`config.mk`:
```
export PLATFORM = sky130hd
export DESIGN_NAME = led_status
export DESIGN_NICKNAME = d
export VERILOG_FILES = /design/src/rtl/led_status.sv
export SDC_FILE = /design/constraint.sdc
export NUM_CORES = 1
export LEC_CHECK = 0
export CAP_MARGIN = 20
export CORE_ASPECT_RATIO = 0.8
export CORE_MARGIN = 2
export CORE_UTILIZATION = 50
export DETAILED_ROUTE_END_ITERATION = 8
export HOLD_SLACK_MARGIN = 0.06
export PLACE_DENSITY_LB_ADDON = 0.2
export SKIP_LAST_GASP = 1
export SYNTH_ARGS = -nofsm -noshare
export SYNTH_HDL_FRONTEND = slang
export SYNTH_SLANG_ARGS = --single-unit
```
`constraint.sdc`:
```
create_clock -name clk_1mhz -period 2.2 [get_ports clk_1mhz]
set_clock_uncertainty 0.05 [all_clocks]
set_input_delay 0.44 -clock clk_1mhz [delete_from_list [all_inputs] [get_ports clk_1mhz]]
set_output_delay 0.44 -clock clk_1mhz [all_outputs]
set_load 0.05 [all_outputs]
```
`src/rtl/led_status.sv`:
```
// rtl/led_status.sv - status LED sequencer: boot-on, detached-off, activity flash, sleep pattern
// Build option: define LED_STATUS_BREATH_EN for PWM breathing in SLEEP; otherwise SLEEP blinks 1 cycle in 8.
module led_status #(
  parameter int BOOT_CYCLES  = 1048576,
  parameter int FLASH_CYCLES = 32768,
  parameter int PWM_BITS     = 8,
  parameter int BREATH_STEP  = 2048
) (
  input  logic       clk_1mhz,
  input  logic       rstn,
  input  logic       sleep_i,
  input  logic       dp_pu_i,
  input  logic       act_tgl_i,
  output logic       led_o,
  output logic [1:0] state_o
);

  localparam int BW = $clog2(BOOT_CYCLES) + 1;
  localparam int FW = $clog2(FLASH_CYCLES) + 1;
  localparam logic [BW-1:0] BOOT_LAST  = BW'(BOOT_CYCLES - 1);
  localparam logic [FW-1:0] FLASH_LOAD = FW'(FLASH_CYCLES);

  typedef enum logic [1:0] {
    ST_BOOT     = 2'b00,
    ST_DETACHED = 2'b01,
    ST_AWAKE    = 2'b10,
    ST_SLEEP    = 2'b11
  } state_e;

  // Counters below assume room for at least one decrement/wrap.
  if (BOOT_CYCLES < 2 || FLASH_CYCLES < 2 || PWM_BITS < 2 || BREATH_STEP < 2) begin : g_bad_params
    $error("led_status: all parameters must be >= 2");
  end

  // Input synchronisers; the activity toggle gets a third flop for edge detection.
  logic sleep_q1, sleep_q2;
  logic pu_q1, pu_q2;
  logic act_q1, act_q2, act_q3;
  logic act_ev;

  state_e        state_q, state_d, exit_st;
  logic          led_q, led_d;
  logic [BW-1:0] boot_q, boot_d;
  logic [FW-1:0] flash_q, flash_d;
  logic          sleep_led_d;

`ifdef LED_STATUS_BREATH_EN
  localparam int SW = $clog2(BREATH_STEP) + 1;
  localparam logic [SW-1:0]       STEP_LAST = SW'(BREATH_STEP - 1);
  localparam logic [PWM_BITS-1:0] DUTY_MAX  = '1;

  logic [PWM_BITS-1:0] pwm_q, pwm_d;
  logic [PWM_BITS-1:0] duty_q, duty_d;
  logic                dir_q, dir_d;   // 0 = rising, 1 = falling
  logic [SW-1:0]       step_q, step_d;
`else
  logic [2:0]          blink_q, blink_d;
`endif

  assign act_ev  = act_q2 ^ act_q3;
  assign led_o   = led_q;
  assign state_o = state_q;

  // Two-flop synchronisation of the asynchronous levels and the activity toggle.
  always_ff @(posedge clk_1mhz or negedge rstn) begin
    if (!rstn) begin
      sleep_q1 <= 1'b0;
      sleep_q2 <= 1'b0;
      pu_q1    <= 1'b0;
      pu_q2    <= 1'b0;
      act_q1   <= 1'b0;
      act_q2   <= 1'b0;
      act_q3   <= 1'b0;
    end else begin
      sleep_q1 <= sleep_i;
      sleep_q2 <= sleep_q1;
      pu_q1    <= dp_pu_i;
      pu_q2    <= pu_q1;
      act_q1   <= act_tgl_i;
      act_q2   <= act_q1;
      act_q3   <= act_q2;
    end
  end

  // Next-state, counter and LED computation; the LED is derived from next-state values
  // so that it changes on the same edge as the state.
  always_comb begin
    state_d     = state_q;
    boot_d      = boot_q;
    flash_d     = '0;
    led_d       = led_q;
    sleep_led_d = 1'b0;

    // Detached beats sleep, which beats awake.
    if (!pu_q2)        exit_st = ST_DETACHED;
    else if (sleep_q2) exit_st = ST_SLEEP;
    else               exit_st = ST_AWAKE;

    if (state_q == ST_BOOT) begin
      if (boot_q == BOOT_LAST) state_d = exit_st;
      else                     boot_d  = boot_q + 1'b1;
    end else begin
      state_d = exit_st;
    end

    // Activity flash lives only in AWAKE; activity during BOOT or on entry to SLEEP is dropped.
    if (state_d == ST_AWAKE) begin
      if (act_ev && state_q != ST_BOOT) flash_d = FLASH_LOAD;
      else if (flash_q != '0)           flash_d = flash_q - 1'b1;
    end

`ifdef LED_STATUS_BREATH_EN
    // Breathing restarts from dark on every entry to SLEEP.
    pwm_d  = '0;
    duty_d = '0;
    dir_d  = 1'b0;
    step_d = '0;
    if (state_q == ST_SLEEP && state_d == ST_SLEEP) begin
      pwm_d  = pwm_q + 1'b1;
      duty_d = duty_q;
      dir_d  = dir_q;
      if (step_q == STEP_LAST) begin
        if (!dir_q) begin
          if (duty_q == DUTY_MAX) begin
            dir_d  = 1'b1;
            duty_d = DUTY_MAX - 1'b1;
          end else begin
            duty_d = duty_q + 1'b1;
          end
        end else begin
          if (duty_q == '0) begin
            dir_d  = 1'b0;
            duty_d = PWM_BITS'(1);
          end else begin
            duty_d = duty_q - 1'b1;
          end
        end
      end else begin
        step_d = step_q + 1'b1;
      end
    end
    sleep_led_d = (pwm_d < duty_d);
`else
    blink_d     = blink_q + 1'b1;
    sleep_led_d = (blink_d == 3'd0);
`endif

    case (state_d)
      ST_BOOT:     led_d = 1'b1;
      ST_DETACHED: led_d = 1'b0;
      ST_AWAKE:    led_d = (flash_d == '0);
      default:     led_d = sleep_led_d;
    endcase
  end

  // State, LED and pattern counter registers.
  always_ff @(posedge clk_1mhz or negedge rstn) begin
    if (!rstn) begin
      state_q <= ST_BOOT;
      led_q   <= 1'b0;
      boot_q  <= '0;
      flash_q <= '0;
`ifdef LED_STATUS_BREATH_EN
      pwm_q   <= '0;
      duty_q  <= '0;
      dir_q   <= 1'b0;
      step_q  <= '0;
`else
      blink_q <= '0;
`endif
    end else begin
      state_q <= state_d;
      led_q   <= led_d;
      boot_q  <= boot_d;
      flash_q <= flash_d;
`ifdef LED_STATUS_BREATH_EN
      pwm_q   <= pwm_d;
      duty_q  <= duty_d;
      dir_q   <= dir_d;
      step_q  <= step_d;
`else
      blink_q <= blink_d;
`endif
    end
  end

endmodule

```
Word-level counts from Yosys, hierarchy flattened
Index checks and enable logic that the tools add are counted.

Flip-flop bits (word level): 50. Bits of input ports: 5. Output and inout bits: 3. Logic and storage cells: 36.

$add $sub $neg: 3. Eq/ne operators: 3. Mux-type cells: 8. Bitwise gates (word level): 2. Reductions and logical operators: 8.

Operators with widths (number): two-way mux 16 bit (3); adder 21 x 1 -> 21 bit, second input constant (1); equality test 21 x 20 -> 1 bit, second input constant (1); logical NOT 16 bit (1); nonzero test 16 bit (1); subtractor 16 x 1 -> 16 bit, second input constant (1); two-way mux 2 bit (3); logical NOT 2 bit (2); adder 3 x 1 -> 3 bit, second input constant (1); logical NOT 3 bit (1); one-hot mux 1 bit (3 select lines) (1); equality test 2 x 1 -> 1 bit, second input constant (1); equality test 2 bit, second input constant (1); AND reduction 2 bit (1); nonzero test 2 bit (1); logical AND 1 bit (1); two-way mux 1 bit (1); inverter 1 bit (1); XOR 1 bit (1).

Depth between registers and ports, before layout
Depth in word-level cells: 8. Mapped depth: 9. Depth with buffers taken out: 8.

Least setup slack after synthesis
Ideal clock, no wire load.

Kind: reg2reg. Start point: register flash_q[0]. End point: register flash_q[14]. Library setup time: 122 ps. Arrival time: 1968 ps. Required time: 2028 ps. Setup slack: 60 ps. Cell stages (with the launch flop): 10. Path buffers: 2. Clock period less this slack: 2140 ps. Cells stage by stage: dfrtp_1 -> inv_1 -> ha_1 -> clkbuf_1 -> nand2b_1 -> nor3_1 -> nand2_1 -> o2111ai_4 -> buf_2 -> nor2_1.

Cells in the longest elaborated chain, start to end: 4. Elaborated cells on any way between the ends: 5. Those cells by class: add/sub: 1; mux: 3; reduce/logical: 1.

Ends and longest elaborated chain: start: declaration (line 44) `logic [FW-1:0] flash_q, flash_d;`; start signal: assignment (line 175) `flash_q <= flash_d;`; subtractor 16 x 1 -> 16 bit or nonzero test 16 bit (tied branches) (line 109) `else if (flash_q != '0) flash_d = flash_q - 1'b1;`; two-way mux 16 bit * (line 109); two-way mux 16 bit * (line 108) `if (act_ev && state_q != ST_BOOT) flash_d = FLASH_LOAD;`; two-way mux 16 bit * (line 107) `if (state_d == ST_AWAKE) begin`; net flash_d[14] (line 44).

Mark *: on every way through the listed nets, which the timed path passes. The rest lies on a longest branch. A chain may end at the register's enable or synchronous reset.

Final worst setup path
Start point: register boot_q[0]. End point: register led_q (netlist: led_o).

Cells in the longest elaborated chain, start to end: 7. Elaborated cells on any way between the ends: 9. Those cells by class: eq/ne: 3; mux: 4; reduce/logical: 2.

Ends and longest elaborated chain: start: declaration (line 43) `logic [BW-1:0] boot_q, boot_d;`; start signal: assignment (line 174) `boot_q <= boot_d;`; equality test 21 x 20 -> 1 bit * (line 100) `if (boot_q == BOOT_LAST) state_d = exit_st;`; two-way mux 2 bit * (line 100); two-way mux 2 bit * (line 99) `if (state_q == ST_BOOT) begin`; equality test 2 bit (line 107, 148); two-way mux 16 bit (line 107); logical NOT 16 bit (line 151) `ST_AWAKE: led_d = (flash_d == '0);`; one-hot mux 1 bit (3 select lines) * (line 148) `case (state_d)`; net led_d (line 42) `logic led_q, led_d;`; end signal: assignment (line 173) `led_q <= led_d;`; end: declaration (line 42).

Marked as above.

==> results by group <==
Die
  – Die Y: 65.02 um
  – I/O pins: 8
  – Row cnt: 22
  – Die Area: 5219 um^2
  – Core Region: around 4500 um^2
  – Initial Util: 51.24%
  – DIE WIDTH: 80.28 um

Synthesis
  – Synth Area per Inst: 10.48 um^2
  – Synth Net Count: roughly 230
  – Synth Flop Type: dfrtp_1
  – EDFF count, synth: 0
  – Syn Inst Count: 222
  – Post-Syn Area: between 2000 and 2500 um^2
  – Synth warn: 0
  – Yosys cell types: 38
  – FFs w/ async S/R, synth: 100.0%
  – Synthesized flop and latch total: 50
  – Register area share after synthesis: 53.76%

Timing
  – Headroom to the max-slew limit: 64.24%
  – Unrepaired setup endpoints after global routing: yes
  – Fin. Hold Viols: 0
  – Final setup TNS: 0 ns
  – Endpoints failing setup: 0
  – Final max-slew violation count: 0
  – Worst-Margin Slew: roughly 0.53 ns
  – Crit share post-route: 96.80%
  – Max Clock Freq: 0.4696 GHz
  – Post-route minimum period: about 2.1 ns

Place
  – Port bufs: 7
  – Dpl hpwl: approximately 3200 um
  – Final GP Congestion: 0.8526

Route
  – Highest Signal Layer: met4
  – DR vias: 1662
  – DR WL/cell: 13.58 um
  – Drt drc: 0
  – DRT iter0 DRCs: 103
  – Met2 wire len: 1658 um
  – DRT Pass-1 Iters: 4
  – Post-route met1 wirelength: 2384 um
  – WL final: ~4300 um
  – Post-DR vias/cell: roughly 5.3
  – Post-route ant nets: 0
  – Met3 Routed Length: 176 um

CTS
  – Inserted Clock Buffers: 5
  – Reg clk slew, reported paths: approximately 0.090 ns
  – CTS sink count: 50
  – Clock Path Buffers: 2
  – Root buf cell: clkbuf_8
  – TritonCTS clock tree: done
  – H-tree depth: 2
  – Clock latency on the worst-skew pair: 0.30 ns

Setup path
  – CP required: 2.35 ns
  – End of the critical path: led_o
  – Worst setup path start: boot_q[0]
  – Worst reg-to-reg setup slack: 0.07 ns
  – Arrival @ worst endpoint: 2.28 ns
  – Kind of critical path: reg -> reg
  – Reg2reg start: boot_q[0]
  – R2R depth: 7
  – RR Endpoint: led_o
  – Nature of the critical path endpoint: flop
  – Critical Path Start Type: flop
  – Crit path max fanout: 5

Cells and area
  – Register Area: 1251 um^2
  – Nets@finish: about 260
  – # fillers: 393
  – Layout cells sized above 1: 14.84%
  – Post-layout util: 60.69%
  – Area of the multi-input gates: 1046 um^2
  – Area Growth Syn to Fin: 18.44%
  – Diodes inserted: 0

Power
  – P_int: roughly 1.3 mW
  – Worst VDD drop: 0.4351 mV
  – Sequential group share of total power: 57.8%
  – Psw: between 300 and 400 uW
  – Comb pwr share: 1.9%
  – Power share of the clock group: 40.3%
  – Net Sw Frac: 20.57%
  – Leakage power: 1.363 nW
  – PwrDens: between 500 and 600 nW/um^2

Global routing
  – Antenna violations before repair: 0
  – First-pass GRT wire length: between 7000 and 8000 um
  – Total global routing overflow: 0
  – Number of global-route vias before repair: between 1500 and 2000
  – GRT Util Overall: approximately a fifth
  – Largest net degree at the start of global routing: 24

Run status
  – Outcome: completed

Worst hold path
  – Hold Path Depth: 0
  – Worst hold path class: reg -> reg

Flow run
  – Maxcap violations: 0
[through the flow]
step,instances,total power [mW],worst slack (ns),hold slack [ns],cell area (um^2)
global route,316,1.667,-0.03287,0.3132,2756
finish,316,1.603,0.07041,0.3024,2756
detailed placement,305,0.9765,0.07990,0.2788,2605
global placement,305,0.9764,0.1541,0.2797,2605
CTS,314,1.624,0.06132,0.3047,2729
floorplan,222,0.9488,0.05981,0.09441,2327
[flip-flops by register name, indices dropped and copies added (netlist names), 2 cells and up]
name	cells
blink_q	3
boot_q	21
state_o	2
flash_q	16
[metal layers]
metal,global-route usage (%),vias up
li1,-,842
met1,29.88,779
met2,24.58,33
met3,4.318,8
met4,7.627,0
met5,0,-
[area by class of cell]
type | instances | share of cell area, %
repair buffers | 31 | 9.124
flip-flops and latches | 50 | 45.39
well taps | 60 | 2.724
inverters | 5 | 0.6809
clock inverters | 3 | 1.634
clock buffers | 5 | 2.497
multi-input cells | 162 | 37.95
[layout by cell type, fill, tap and decap left out, types with 2 or more instances in the layout]
cell | synthesis | final
clkinvlp_4 | 0 | 2
clkbuf_8 | 0 | 5
dfrtp_1 | 50 | 50
nand3_1 | 8 | 8
a21oi_1 | 5 | 5
nor2b_1 | 3 | 3
o211ai_1 | 2 | 2
nand2b_1 | 3 | 3
or3_1 | 3 | 3
clkdlybuf4s50_1 | 0 | 6
xor2_1 | 18 | 18
nor3_1 | 11 | 10
buf_4 | 0 | 22
or4_1 | 3 | 2
xnor2_1 | 14 | 14
and2_1 | 2 | 2
nand4_1 | 5 | 5
ha_1 | 4 | 4
o21ai_0 | 5 | 5
nor4_1 | 6 | 6
and4_1 | 4 | 4
or4_4 | 1 | 2
inv_1 | 5 | 5
nor2_1 | 30 | 30
nand2_1 | 20 | 20
[power groups by stage]
| stage | Combinational (mW) | Sequential, mW | Clock [mW] |
|---|---|---|---|
| 3_5_place_dp | 0.0311 | 0.945 | 0 |
| 5_1_grt | 0.0365 | 0.928 | 0.702 |
| 2_1_floorplan | 0.00358 | 0.945 | 0 |
| 4_1_cts | 0.0327 | 0.927 | 0.665 |
| 3_3_place_gp | 0.0311 | 0.945 | 0 |
| 6_report | 0.0307 | 0.927 | 0.645 |
[critical path, cell delays in order, from the launching register on]
cell,delay (ns)
dfrtp_1,0.40
ha_1,0.21
nand3_1,0.11
or3_1,0.45
o21ai_4,0.24
o2111ai_4,0.15
a41o_1,0.25
a21o_1,0.17
[cell families after synthesis]
family,after synthesis,share of synthesized area [%]
buffers and inverters,10,1.666
AOI/OAI and AO/OA,22,7.420
xor gates and xnor gates,32,12.04
and+or+nand+nor,103,22.53
DFF,50,53.76
adders and majority gates,4,2.151
muxes,1,0.4301
[how the worst min path moves through the flow]
stage,startpoint,to,slack (ns)
floorplan,rstn,act_q1,0.09
global placement,rstn,flash_q[0],0.28
detailed placement,rstn,flash_q[0],0.28
CTS,sleep_q1,sleep_q2,0.30
global route,act_q1,act_q2,0.31
finish,sleep_q1,sleep_q2,0.30
[synth_stat cells, types with 4 or more instances]
| master | instances | area, um^2 |
|---|---|---|
| dfrtp_1 | 50 | 1251 |
| nor2_1 | 30 | 112.6 |
| nand2_1 | 20 | 75.07 |
| xor2_1 | 18 | 157.7 |
| xnor2_1 | 14 | 122.6 |
| nor3_1 | 11 | 55.05 |
| nand3_1 | 8 | 40.04 |
| nor4_1 | 6 | 37.54 |
| a21oi_1 | 5 | 25.02 |
| inv_1 | 5 | 18.77 |
| nand4_1 | 5 | 31.28 |
| o21ai_0 | 5 | 25.02 |
| and4_1 | 4 | 35.03 |
| clkbuf_1 | 4 | 15.01 |
| ha_1 | 4 | 50.05 |
[timing repair]
item / 4_1_cts / 5_1_grt
buffers inserted: 0 / 2
endpoints found under the setup margin: 0 / 19
endpoints found under the hold margin: 11 / 0
resized for setup: 0 / 3
hold buffers: 1 / 0
Note: power is estimated with default switching activity, not from simulation.
